**src/rtl/reg_file_pkg.sv**
```systemverilog
// Shared CPU definitions: datapath widths and the hardwired-zero register index.
// Imported by the register file, ALU and control decode.
package reg_file_pkg;

  localparam int DATA_W_DEF = 32;
  localparam int ADDR_W_DEF = 5;
  localparam int ZERO_REG   = 0;

endpackage

```
**src/rtl/reg_file_scoreboard.sv**
```systemverilog
// Busy scoreboard: one pending bit per register, set by lock, cleared by write.
// Lock wins over a same-index write; index 0 is never marked busy.
module reg_scoreboard
  import reg_file_pkg::*;
#(
  parameter int ADDR_W = ADDR_W_DEF
) (
  input  logic              clk,
  input  logic              rst_n,
  input  logic              set_en,
  input  logic [ADDR_W-1:0] set_addr,
  input  logic              clr_en,
  input  logic [ADDR_W-1:0] clr_addr,
  input  logic [ADDR_W-1:0] raddr1,
  input  logic [ADDR_W-1:0] raddr2,
  output logic              busy1,
  output logic              busy2
);

  localparam int DEPTH = 1 << ADDR_W;
  localparam logic [ADDR_W-1:0] ZERO_IDX = ADDR_W'(ZERO_REG);

  logic [DEPTH-1:0] busy_q;
  logic [DEPTH-1:0] busy_d;

  always_comb begin
    busy_d = busy_q;
    if (clr_en && clr_addr != ZERO_IDX)
      busy_d[clr_addr] = 1'b0;
    // set after clear so a colliding lock leaves the bit pending
    if (set_en && set_addr != ZERO_IDX)
      busy_d[set_addr] = 1'b1;
  end

  always_ff @(posedge clk or negedge rst_n) begin
    if (!rst_n)
      busy_q <= '0;
    else
      busy_q <= busy_d;
  end

  assign busy1 = busy_q[raddr1];
  assign busy2 = busy_q[raddr2];

endmodule

```
**src/rtl/reg_file.sv**
```systemverilog
// Two-read / one-write register file with x0 hardwired to zero and busy lookup.
// Define REG_FILE_BYPASS_EN to forward same-cycle write data into the reads.
module reg_file
  import reg_file_pkg::*;
#(
  parameter int DATA_W = DATA_W_DEF,
  parameter int ADDR_W = ADDR_W_DEF
) (
  input  logic              clk,
  input  logic              rst_n,
  input  logic [ADDR_W-1:0] raddr1,
  input  logic [ADDR_W-1:0] raddr2,
  output logic [DATA_W-1:0] rdata1,
  output logic [DATA_W-1:0] rdata2,
  input  logic              we,
  input  logic [ADDR_W-1:0] waddr,
  input  logic [DATA_W-1:0] wdata,
  input  logic              lock_en,
  input  logic [ADDR_W-1:0] lock_addr,
  output logic              busy1,
  output logic              busy2
);

  localparam int DEPTH = 1 << ADDR_W;
  localparam logic [ADDR_W-1:0] ZERO_IDX = ADDR_W'(ZERO_REG);

  logic [DATA_W-1:0] rf_q [DEPTH];
  logic [DATA_W-1:0] rf_d [DEPTH];
  logic              sb_busy1;
  logic              sb_busy2;

  always_comb begin
    rf_d = rf_q;
    if (we && waddr != ZERO_IDX)
      rf_d[waddr] = wdata;
  end

  always_ff @(posedge clk or negedge rst_n) begin
    if (!rst_n)
      rf_q <= '{default: '0};
    else
      rf_q <= rf_d;
  end

  reg_scoreboard #(
    .ADDR_W(ADDR_W)
  ) u_sb (
    .clk     (clk),
    .rst_n   (rst_n),
    .set_en  (lock_en),
    .set_addr(lock_addr),
    .clr_en  (we),
    .clr_addr(waddr),
    .raddr1  (raddr1),
    .raddr2  (raddr2),
    .busy1   (sb_busy1),
    .busy2   (sb_busy2)
  );

`ifdef REG_FILE_BYPASS_EN
  logic wr_live;
  logic fwd1;
  logic fwd2;

  // no forwarding while held in reset: the write is being discarded
  assign wr_live = rst_n && we && waddr != ZERO_IDX;
  assign fwd1    = wr_live && waddr == raddr1;
  assign fwd2    = wr_live && waddr == raddr2;

  assign rdata1 = fwd1 ? wdata : rf_q[raddr1];
  assign rdata2 = fwd2 ? wdata : rf_q[raddr2];
  assign busy1  = fwd1 ? 1'b0 : sb_busy1;
  assign busy2  = fwd2 ? 1'b0 : sb_busy2;
`else
  assign rdata1 = rf_q[raddr1];
  assign rdata2 = rf_q[raddr2];
  assign busy1  = sb_busy1;
  assign busy2  = sb_busy2;
`endif

endmodule
```
**config.mk**
```make
export PLATFORM = sky130hd
export DESIGN_NAME = reg_file
export DESIGN_NICKNAME = d
export VERILOG_FILES = /design/src/rtl/reg_file_pkg.sv /design/src/rtl/reg_file_scoreboard.sv /design/src/rtl/reg_file.sv
export SDC_FILE = /design/constraint.sdc
export NUM_CORES = 2
export LEC_CHECK = 0
export CAP_MARGIN = 40
export CORE_MARGIN = 2
export CORE_UTILIZATION = 55
export DETAILED_ROUTE_END_ITERATION = 12
export PLACE_DENSITY = 0.8
export SLEW_MARGIN = 25
export SYNTH_ARGS = -nofsm -noshare
export SYNTH_HDL_FRONTEND = slang
export SYNTH_SLANG_ARGS = --single-unit
export TNS_END_PERCENT = 30
```
**constraint.sdc**
```tcl
create_clock -name clk -period 9.8 [get_ports clk]
set_input_delay 2.94 -clock clk [delete_from_list [all_inputs] [get_ports clk]]
set_output_delay 2.94 -clock clk [all_outputs]
set_load 0.05 [all_outputs]
```
[After elaboration in Yosys (flattened, before gate mapping)]
Index checks and enable logic that the tools add are counted.
Word-level totals
  bits in registers: 1056
  input bits: 56
  output and inout port bits: 66
  word-level logic and storage cells: 75
Operators by class
  order comparisons: 10
  multiplexer cells: 19
  bitwise gates (word level): 6
  reductions and logical operators: 7
Operators by type and width (count)
  bitwise mux 1024 bit: 1
  binary-select mux 32 bit (select 5 bit): 2
  two-way mux 32 bit: 7
  demux 32 bit (select 5 bit): 1
  bitwise AND 32 bit: 1
  inverter 32 bit: 1
  OR 32 bit: 1
  less-than comparator 5 x 6 -> 1 bit (second input constant): 4
  greater-or-equal comparator 6 bit (second input constant): 3
  inverter 5 -> 6 bit: 3
  binary-select mux 1 bit (select 5 bit): 2
  demux 1 bit (select 5 bit): 2
  greater-or-equal comparator 5 x 1 -> 1 bit (second input constant): 2
  nonzero test 5 bit: 2
  less-than comparator 6 x 1 -> 1 bit (second input constant): 1
  logical AND 1 bit: 5
  two-way mux 1 bit: 4

[Logic depth before layout (Yosys ltp)]
  depth after elaboration: 9
  mapped depth: 8
  depth with buffers taken out: 5

[By module]
Synthesis repeated with hierarchy kept, for this count alone.
Unflattened totals
  cells, all modules: 4812
  area, all modules: 57894.3 um2
Modules (own cells, without submodules)
  reg_file: times used 1, cells each 4601, area each 55937.4 um2, seq. area each 25624.6 um2
  reg_scoreboard: times used 1, cells each 211, area each 1956.9 um2, seq. area each 800.8 um2

[Worst setup path after synthesis]
Ideal clock, no wire load.
  path kind: input-to-output
  from: input port raddr1[1]
  to: output port rdata1[10]
  arrival: 4.607 ns
  data required time: 6.860 ns
  slack: 2.253 ns
  stages on the path: 8
  buffers on the path: 4
  path through: buf_2 > buf_2 > buf_2 > buf_2 > mux2i_1 > a22oi_1 > a31oi_1 > nand3_1
On the way
  word-level cells in the longest chain between the ends: 4
RTL lines
  start, declared: line reg_file.sv:11  | input logic [ADDR_W-1:0] raddr1,
  inverter 5 -> 6 bit (implied by the code): line reg_file.sv:75  | assign rdata1 = rf_q[raddr1];
  binary-select mux 32 bit (select 5 bit): line reg_file.sv:75
  two-way mux 32 bit (implied by the code) (2 in series): line reg_file.sv:75
  end, declared: line reg_file.sv:13  | output logic [DATA_W-1:0] rdata1,
No other way between the ends. The select of a mux whose other input is x is not followed.

[Worst setup path after layout]
  from: input port raddr1[2]
  to: output port rdata1[7]
Same word-level chain as after synthesis.

==> results.toml <==
[critical_path]
end_kind = "primary output"
r2r_cells = 1
cp_max_fo = 34
start_kind = "input port"
arrival_ps = 6100
crit_required_ps = 6860
worstReg2RegEnd = "rf_q[971]"
rrSetupSlack_ps = 8980
rr_startpoint = "rf_q[971]"
setup.worst_path.class = "input port to primary output"

[power]
switching_share_pct = 29.4
p_int_mw = 9.08
p_sw_mw = 3.78
peakVddDrop_mv = 0.137
power_mw = 12.9
power.clock.fraction_pct = 33.8
leakage_nw = 30.1
power_frac_comb_pct = 20.7
powerDensity_mw_per_mm2 = 201
pwr-share-seq_pct = 45.5

[clock_tree]
cts_setup_buffers = 0
htree_levels = 3
hold_buffers = 0
clk_pin_slew_worst_paths_ps = 60
clockBufferDepth = 3
cts_inserted_buffers = 107
cts_resized = 0
cts-root-buf = "clkbuf_16"
tritoncts = "yes"
clkSinkCount = 1056
clock_latency_ps = 680

[timing]
setup_slack_ps = 760
fin_crit_sh_pct = 92.2
fmax_mhz = 111
rsz0062_at_grt = "false"
holdWs_ps = 402
setup_viol = 0
hold_violations = 0
finClkSkew_ps = 0
tns_ps = 0
period_needed_ps = 9040
tightest_slew_ps = 988
final_max_slew_viol_count = 0
max_slew_margin_pct = 34.1

[logic_synthesis]
synth_top_area_share_pct = 46.3
synth_edf_count = 0
synth_area_mm2 = 0.0571
synthFlopType = "dfrtp_1"
syn_nets = 4857
ys_types = 34
yosysSeqAreaShare_pct = 46.3
yosysWarnings = 0
syn_avg_cell_area_um2 = 11.9
yosysTopAreaCell = "dfrtp_1"
ys_seq_elements = 1056
postSynthCellCount = 4801
synth_most_common_cell = "dfrtp_1"
synth_common_cells = "1056 x dfrtp_1, 1052 x mux2i_1, 949 x mux2_2"
ys_async_sr_fraction_pct = 100
yosys-top-cells-area = "dfrtp_1 46%, mux2_2 19%, mux2i_1 18%"

[final_layout]
postLayoutCellArea_mm2 = 0.0640
final_util_pct = 62.0
multi_input_area_mm2 = 0.0288
final_cells = 6175
ff_latch_area_mm2 = 0.0264
nFillCells = 7833
area_delta_synth_final_pct = 12.0
drive_gt1_share_pct = 28.1
nNetsFinal = 4753

[hold_path]
worstHoldStart = "rf_q[1010]"
worstHoldPathCells = 0
hold_class = "flop to flop"
hold_end = "rf_q[1010]"

[placement]
place.port_buffers = 121
dp.cells = 5965
gp_congestion = 0.889
place_area_mm2 = 0.0601
dp_hpwl_mm = 99.3
pre_cts_ws_ps = 863

[drt]
drtIter0Drc = 4465
routed_wl_mm = 172
ant_nets = 0
vias = 41595
viasPerCell = 6.74
wl_per_cell_um = 27.9
first_pass_iters = 6
drc = 0

[flow_run]
max_cap_violations = 0

[grt]
grt_max_degree = 163
grt_pass1_vias = 42233
grtUsageTotal_pct = 31.7
grt-ovfl-total = 0
grt_antenna_before_repair = 5
grt_pass1_wl_mm = 261

[floorplan]
dieArea_mm2 = 0.106
rows = 118
die_x_um = 326
io_pins = 122
coreArea_mm2 = 0.103
die_y_um = 326
start_util_pct = 55.3

[outcome]
status = "completed"
==> flip-flops by register name (all words and copies together), names as in the netlist <==
signal and count:
u_sb.busy_q 32, rf_q 1024
==> cell type report <==
class | count | share of cell area, %
diodes | 3 | 0.0117
clock buffers | 155 | 4.94
clock inverters | 49 | 0.910
inverters | 8 | 0.0469
multi-input cells | 3241 | 45.0
flip-flops and latches | 1056 | 41.3
well taps | 1380 | 2.70
repair buffers | 283 | 5.11
==> power by group through the flow <==
stage | clock, mW | sequential [mW] | combinational [mW]
after floorplan | 0 | 5.70 | 1.96
after global placement | 0 | 5.81 | 2.54
after detailed placement | 0 | 5.88 | 2.62
after CTS | 4.38 | 5.81 | 2.64
after global routing | 4.55 | 5.94 | 2.86
final | 4.35 | 5.85 | 2.67
==> metal layers <==
metal	GRT usage, %	part of all wire [%]
met5	0.577	0.072
met4	14.9	4.5
met3	7.26	8.9
met2	49.2	46
met1	42.4	40
==> cells by family after synthesis <==
kind of cell           after synthesis  synth area share, %
muxes                             2044                 38.0
DFF                               1056                 46.3
AOI/OAI and AO/OA                  635                 7.53
and+or+nand+nor                    562                 4.48
buffers and inverters              504                 3.73
==> how the worst max path moves through the flow <==
stage          startpoint         end  slack (ps)  cells past startpoint
5_1_grt         raddr1[2]   rdata1[7]         730                      9
3_5_place_dp    raddr1[2]  rdata1[18]         860                      8
2_1_floorplan   raddr1[1]  rdata1[10]        2250                      8
3_3_place_gp    raddr1[2]   rdata1[7]         890                      9
6_report        raddr1[2]   rdata1[7]         760                      9
4_1_cts         raddr1[2]   rdata1[7]         850                      9
==> critical path, stage by stage <==
cell	delay [ps]
clkdlybuf4s50_1	630
nor2b_4	480
buf_12	330
buf_4	290
a22o_1	180
nor3_1	50
a31oi_1	280
nand3_1	150
clkdlybuf4s50_1	730
==> cell usage in the layout (no fill, tap or decap), drive strengths merged, types with 3 or more instances in the layout <==
master / n
or2: 3
nor3: 67
o22ai: 6
o211ai: 4
bufinv: 12
nand2b: 5
o21ai: 23
diode: 3
and3: 3
nand3b: 6
buf: 165
a22oi: 198
dfrtp: 1056
nor3b: 6
inv: 11
nand3: 202
nor2b: 6
a31oi: 66
a21oi: 198
a22o: 137
clkinv: 33
nand2: 238
mux2i: 1052
nor2: 19
clkbuf: 155
mux2: 992
and2: 3
clkdlybuf4s50: 118
No activity file was read; power rests on OpenSTA's default activity.
